`src/rtl/ula_pkg.sv`:
```
// Shared types for the two-requester ALU arbiter: opcodes, FSM states, default width.
package ula_pkg;

   localparam int N_DEF = 16;

   typedef enum logic [2:0] {
      OP_ADD  = 3'd0,
      OP_SSUB = 3'd1,
      OP_MUL  = 3'd2,
      OP_AND  = 3'd3,
      OP_OR   = 3'd4
   } op_t;

   typedef enum logic [1:0] {
      ST_IDLE = 2'd0,
      ST_EXEC = 2'd1,
      ST_RESP = 2'd2
   } state_t;

   // Codes above OP_OR are reserved and reported as errors.
   function automatic logic op_legal(input logic [2:0] op);
      return (op <= OP_OR);
   endfunction

endpackage

```
`src/rtl/ula.sv`:
```
// Combinational N-bit ALU: add, saturating subtract, low-half multiply, and, or.
// Zero latency, no flow control; reserved opcodes yield a zero result.
module ula
   import ula_pkg::*;
#(
   parameter int N = N_DEF
) (
   input  logic [2:0]   i_op,
   input  logic [N-1:0] i_a,
   input  logic [N-1:0] i_b,
   output logic [N-1:0] o_r,
   output logic         o_zero
);

   logic [N-1:0] w_r;

   always_comb begin
      w_r = '0;
      case (i_op)
         OP_ADD:  w_r = i_a + i_b;
         OP_SSUB: w_r = (i_a >= i_b) ? (i_a - i_b) : '0;
         OP_MUL:  w_r = i_a * i_b;
         OP_AND:  w_r = i_a & i_b;
         OP_OR:   w_r = i_a | i_b;
         default: w_r = '0;
      endcase
   end

   assign o_r    = w_r;
   assign o_zero = (w_r == '0);

endmodule

```
`src/rtl/ula_arb.sv`:
```
// Round-robin arbiter feeding one shared ALU; request-to-response 2 cycles, one op per 3 cycles.
// One op in flight: req_ready stays low outside IDLE, response held until rsp_ready.
module ula_arb
   import ula_pkg::*;
#(
   parameter int N = N_DEF
) (
   input  logic                clk,
   input  logic                rst_n,
   input  logic [1:0]          req_valid,
   output logic [1:0]          req_ready,
   input  logic [1:0][2:0]     req_op,
   input  logic [1:0][N-1:0]   req_a,
   input  logic [1:0][N-1:0]   req_b,
   output logic                rsp_valid,
   input  logic                rsp_ready,
   output logic                rsp_id,
   output logic [N-1:0]        rsp_r,
   output logic                rsp_zero,
   output logic                rsp_err,
   output logic                busy
);

   state_t       r_state;
   logic         r_ptr;
   logic         r_id;
   logic [2:0]   r_op;
   logic [N-1:0] r_a;
   logic [N-1:0] r_b;
   logic         r_rsp_valid;
   logic         r_rsp_id;
   logic [N-1:0] r_rsp_r;
   logic         r_rsp_zero;
   logic         r_rsp_err;
   logic         r_busy;

   logic         w_any;
   logic         w_gnt_id;
   logic [N-1:0] w_alu_r;
   logic         w_alu_zero;

   // Contention resolved by the pointer; a lone requester always wins.
   assign w_any    = |req_valid;
   assign w_gnt_id = (&req_valid) ? r_ptr : req_valid[1];

   assign req_ready = (r_state == ST_IDLE && rst_n && w_any) ? (2'b01 << w_gnt_id) : 2'b00;

   ula #(.N(N)) u_ula (
      .i_op   (r_op),
      .i_a    (r_a),
      .i_b    (r_b),
      .o_r    (w_alu_r),
      .o_zero (w_alu_zero)
   );

   always_ff @(posedge clk or negedge rst_n) begin
      if (!rst_n) begin
         r_state     <= ST_IDLE;
         r_ptr       <= 1'b0;
         r_id        <= 1'b0;
         r_op        <= '0;
         r_a         <= '0;
         r_b         <= '0;
         r_rsp_valid <= 1'b0;
         r_rsp_id    <= 1'b0;
         r_rsp_r     <= '0;
         r_rsp_zero  <= 1'b0;
         r_rsp_err   <= 1'b0;
         r_busy      <= 1'b0;
      end else begin
         case (r_state)
            ST_IDLE: begin
               if (w_any) begin
                  r_op    <= req_op[w_gnt_id];
                  r_a     <= req_a[w_gnt_id];
                  r_b     <= req_b[w_gnt_id];
                  r_id    <= w_gnt_id;
                  r_ptr   <= ~w_gnt_id;
                  r_busy  <= 1'b1;
                  r_state <= ST_EXEC;
               end
            end
            ST_EXEC: begin
               r_rsp_r     <= w_alu_r;
               r_rsp_zero  <= w_alu_zero;
               r_rsp_err   <= ~op_legal(r_op);
               r_rsp_id    <= r_id;
               r_rsp_valid <= 1'b1;
               r_state     <= ST_RESP;
            end
            ST_RESP: begin
               if (rsp_ready) begin
                  r_rsp_valid <= 1'b0;
                  r_busy      <= 1'b0;
                  r_state     <= ST_IDLE;
               end
            end
            default: begin
               r_rsp_valid <= 1'b0;
               r_busy      <= 1'b0;
               r_state     <= ST_IDLE;
            end
         endcase
      end
   end

   assign rsp_valid = r_rsp_valid;
   assign rsp_id    = r_rsp_id;
   assign rsp_r     = r_rsp_r;
   assign rsp_zero  = r_rsp_zero;
   assign rsp_err   = r_rsp_err;
   assign busy      = r_busy;

endmodule

```
`config.mk`:
```
export PLATFORM = sky130hd
export DESIGN_NAME = ula_arb
export DESIGN_NICKNAME = d
export VERILOG_FILES = /design/src/rtl/ula_pkg.sv /design/src/rtl/ula.sv /design/src/rtl/ula_arb.sv
export SDC_FILE = /design/constraint.sdc
export NUM_CORES = 1
export LEC_CHECK = 0
export BUFFER_PORTS_ARGS = -buffer_cell sky130_fd_sc_hd__buf_2
export CAP_MARGIN = 10
export CORE_ASPECT_RATIO = 1.1
export CORE_MARGIN = 3
export CORE_UTILIZATION = 54
export DETAILED_ROUTE_END_ITERATION = 7
export PLACE_DENSITY = 0.85
export SKIP_LAST_GASP = 1
export SYNTH_ARGS = -nofsm -noshare
export SYNTH_HDL_FRONTEND = slang
export SYNTH_HIERARCHICAL = 1
export SYNTH_SLANG_ARGS = --single-unit
```
`constraint.sdc`:
```
create_clock -name clk -period 7.1 [get_ports clk]
set_input_delay 0.71 -clock clk [delete_from_list [all_inputs] [get_ports clk]]
set_output_delay 0.71 -clock clk [all_outputs]
set_load 0.05 [all_outputs]
```
Word-level counts from Yosys, hierarchy flattened
Index checks and enable logic that the tools add are counted.
Cells by class
  reductions and logical operators: 11
  muxes and demuxes: 17
  $add $sub $neg: 2
  eq/ne operators: 8
  $lt $le $gt $ge: 3
  shift-type cells: 1
  bitwise gates (word level): 6
  multipliers: 1
Operators with widths (number)
  2-to-1 mux 16 bit: 5
  one-hot mux 16 bit (5 select lines): 1
  adder 16 bit: 1
  AND 16 bit: 1
  greater-or-equal comparator 16 bit: 1
  zero test 16 bit: 1
  multiplier 16 x 16 -> 16 bit: 1
  OR 16 bit: 1
  subtractor 16 bit: 1
  AND reduction 2 bit: 4
  == test 3 x 2 -> 1 bit, second input constant: 2
  2-to-1 mux 2 bit: 3
  2-to-1 mux 3 bit: 2
  one-hot mux 1 bit (3 select lines): 2
  one-hot mux 2 bit (3 select lines): 1
  inequality test 2 bit, second input constant: 2
  inverter 1 bit: 4
  == test 3 x 1 -> 1 bit, second input constant: 1
  == test 3 bit, second input constant: 1
  <= comparator 3 bit, second input constant: 1
  zero test 3 bit: 1
  2-to-1 mux 1 bit: 3
  AND reduction 3 bit: 1
  == test 2 x 1 -> 1 bit, second input constant: 1
  6 further kinds: 7
Storage, ports and cells
  register bits: 60
  output and inout port bits: 23
  bits of input ports: 75

Depth between registers and ports, before layout
  depth after elaboration: 4
  gate-level depth with buffers: 26

By module
The synthesis kept the hierarchy.
Modules (own cells, without submodules)
  ula: area each 6362.4 um2, cells each 834, instances 1
  ula_arb: area each 2765.2 um2, cells each 271, instances 1

Worst setup path before layout
OpenSTA, ideal clock, no wires.
  path kind: register -> register
  start: register r_b[1]
  end: register r_rsp_zero (netlist: rsp_zero)
  setup slack: 1.228 ns
  cell stages (with the launch flop): 21
  required time: 7.033 ns
  period minus slack after synthesis: 5.872 ns
  arrival time: 5.806 ns
  cells stage by stage: dfrtp_1 > clkbuf_1 > nand2_1 > fa_1 > fa_1 > fa_1 > fa_1 > inv_1 > fa_1 > inv_1 > fa_1 > inv_1 > ha_1 > and3_1 > a311oi_1 > o21bai_1 > a21oi_1 > xnor2_1 > a221o_1 > nor4_2 > mux2_2
Between the ends
  cells in the longest elaborated chain, start to end: 4
Ends and longest elaborated chain
  start: declaration: line ula_arb.sv:29  | logic [N-1:0] r_b;
  start signal: assignment: line ula_arb.sv:76  | r_b <= req_b[w_gnt_id];
  parallel branches: the longest is 2 deep, another holds multiplier 16 x 16 -> 16 bit
  one-hot mux 16 bit (5 select lines) (*): line ula.sv:19  | case (i_op)
  named net w_alu_r[14]: line ula_arb.sv:39  | logic [N-1:0] w_alu_r;
  zero test 16 bit (*): line ula.sv:30  | assign o_zero = (w_r == '0);
  named net w_alu_zero: line ula_arb.sv:40  | logic w_alu_zero;
  end signal: assignment: line ula_arb.sv:85  | r_rsp_zero <= w_alu_zero;
  end: declaration: line ula_arb.sv:33  | logic r_rsp_zero;
Mark *: on every way through the listed nets, which the timed path passes.
A chain may end at the register's enable or synchronous reset.

Worst setup path in the final report
Ends and elaborated chain as after synthesis.

==> metrics.csv <==
metric;value;unit
synth.avg_cell_area;8.26;um^2
wire_per_inst;20.6;um
max_slew_margin;23.7;%
grt_pass1_wl;44.6;mm
die-height;142;um
end_kind;flop;
synth-simple-area-share;15.9;%
wirelength;28.5;mm
r2r_setup_slack;0.55;ns
synth_top_area_share;17.8;%
die_w;130;um
ant_nets;0;
grt.total_usage;31.1;%
synthXorXnorAreaFrac;4.56;%
arrival;6.82;ns
nNetsFinal;1426;
final_cell_mix;157 x inv_1, 102 x nor2_1, 99 x ha_1;
ys_types;87;
clk_latency;0.33;ns
syn_to_final_growth;9.34;%
fillerInstances;1444;
clkTransAtPathRegs;0.06;ns
via_per_inst;6.19;
cts_hold_buffers;0;
layout-drive-gt1-share;14.3;%
min_period;6.55;ns
whs;0.303;ns
io_buffers;97;
cp_max_fo;12;
dp_hpwl;22.6;mm
crit_type;reg2reg;
muxShareOfSynthArea;2.78;%
drt_drc_violations_left;0;
vias;8542;
layout.cells.most_common;inv_1;
r2r_end;rsp_zero;
ios;98;
startpoint_type;flop;
cts_root_buf;clkbuf_16;
drt_iter0_drc;796;
synth_fp_nets;1360;
pre_cts_ws;0.639;ns
fmax;153;MHz
ys_warn_count;6;
setup_violations;0;
dpl-instance-area;9680;um^2
antenna_found_initial;0;
maxCapViolCount;0;
post_cts_buffers;0;
grt_start_max_net_pins;45;
synthArstFlopShare;100;%
die_area;18500;um^2
cts_buffer_depth;2;
synth_compound_area_share;19.1;%
finClkSkew;0.00617;ns
cts.repair.resized;0;
synth-main-ff-cell;dfrtp_1;
routabilityCongestion;1.02;
grt_pass1_vias;8422;
core.rowCount;49;
synth_edf_count;0;
h-tree-depth;3;
rsz0062_at_grt;false;
ff_latch_area;1500;um^2
slew_viol_final;0;
cts_tree;yes;
overflow;0;
cts.sinks;60;
firstDrtPassIters;6;
seq_area_frac_synth;16.4;%
synth_top_family_by_area;adder cells;
tightest_slew;1.14;ns
synthCells;1105;
num_antenna_cells;0;
hold_class;in2async;
core;16500;um^2
final_hold_viol_count;0;
multi_input_area;6740;um^2
initial_core_util;55.3;%
reg2reg_depth;21;
synth.area.top_cells;fa_1 18%, dfrtp_1 16%, ha_1 14%, inv_1 6.5%, nor2_1 4.2%;
setup_ws;0.555;ns
netlist_area;9130;um^2
synth_top_cell_by_area;fa_1;
synth_adder_area_share;31.3;%
timing.rr.start;r_b[1];
synth-seq-cells;60;
numCtsBuffers;9;
min_period_over_period;92.2;%
status;complete, no violations;
cp_data_required_time;7.37;ns
setup_tns;0;ns
finalInstanceArea;9980;um^2
[cell type report]
| type | instances | area share (%) |
|---|---|---|
| clock buffers | 10 | 2.39 |
| clock inverters | 6 | 0.639 |
| inverters | 165 | 6.23 |
| multi-input cells | 828 | 67.5 |
| flip-flops and latches | 60 | 15.0 |
| well taps | 204 | 2.56 |
| repair buffers | 107 | 5.62 |
[metrics by stage]
| step | instances | util, % |
|---|---|---|
| 6_report | 1380 | 60.5 |
| 3_5_place_dp | 1364 | 58.7 |
| 4_1_cts | 1380 | 60.5 |
| 2_1_floorplan | 1105 | - |
| 5_1_grt | 1380 | 60.5 |
| 3_3_place_gp | 1364 | 58.7 |
[how the worst max path moves through the flow]
stage,startpoint,end,slack (ns),cells after the start
final,r_b[1],rsp_zero,0.55,21
after global routing,r_b[1],rsp_zero,0.30,21
after CTS,r_b[1],rsp_zero,0.63,21
after detailed placement,r_b[1],rsp_zero,0.64,21
after global placement,r_b[1],rsp_zero,0.79,21
after floorplan,r_b[1],rsp_zero,1.23,20
[Yosys cell counts, drive strengths merged (6+ instances only)]
library cell	count
dfrtp	60
nand2	92
o21ai	63
nand3	43
xor2	9
ha	99
buf	28
inv	160
nor4	8
o22ai	14
a211oi	10
and3	6
o21bai	10
clkbuf	24
nor3	18
a21o	7
xnor2	36
a31oi	43
fa	81
nor2	104
a221oi	6
nor2b	9
nand2b	10
o211ai	6
mux2	19
a21oi	67
o21a	8
[worst max-delay path, stage by stage (launching register included)]
cell      delay [ns]
dfrtp_1         0.63
clkinv_1        0.44
nor2_1          0.26
fa_1            0.20
inv_1           0.06
fa_1            0.46
fa_1            0.45
fa_1            0.50
inv_1           0.06
fa_1            0.53
inv_1           0.05
fa_1            0.47
inv_1           0.07
ha_1            0.34
and3_1          0.17
a311oi_1        0.48
o21bai_1        0.11
a21oi_1         0.19
xnor2_1         0.13
a221o_1         0.44
nor4_2          0.27
mux2_2          0.18
[registers in the layout, indices dropped and copies added, names as in the netlist]
signal     flops
r_a           16
r_b           16
rsp_r         16
r_op           3
r_state        2
busy           1
r_id           1
r_ptr          1
rsp_err        1
rsp_id         1
rsp_valid      1
rsp_zero       1
[routing by layer]
| metal | vias up | global-route usage (%) | share of wire [%] |
|---|---|---|---|
| li1 | 3858 | - | - |
| met1 | 4036 | 40.7 | 39 |
| met2 | 528 | 50.9 | 46 |
| met3 | 120 | 4.32 | 8.7 |
| met4 | 0 | 14.8 | 5.4 |
| met5 | - | 0 | 0 |
[logic make-up after synthesis]
family	Yosys count
and+or+nand+nor	312
AOI/OAI and AO/OA	267
buffers and inverters	217
adders and majority gates	180
DFF	60
xor gates and xnor gates	46
muxes	23
Power is left out: the tool's default activity adds up to more than one toggle a clock period on the data nets, which glitch-free logic cannot reach.
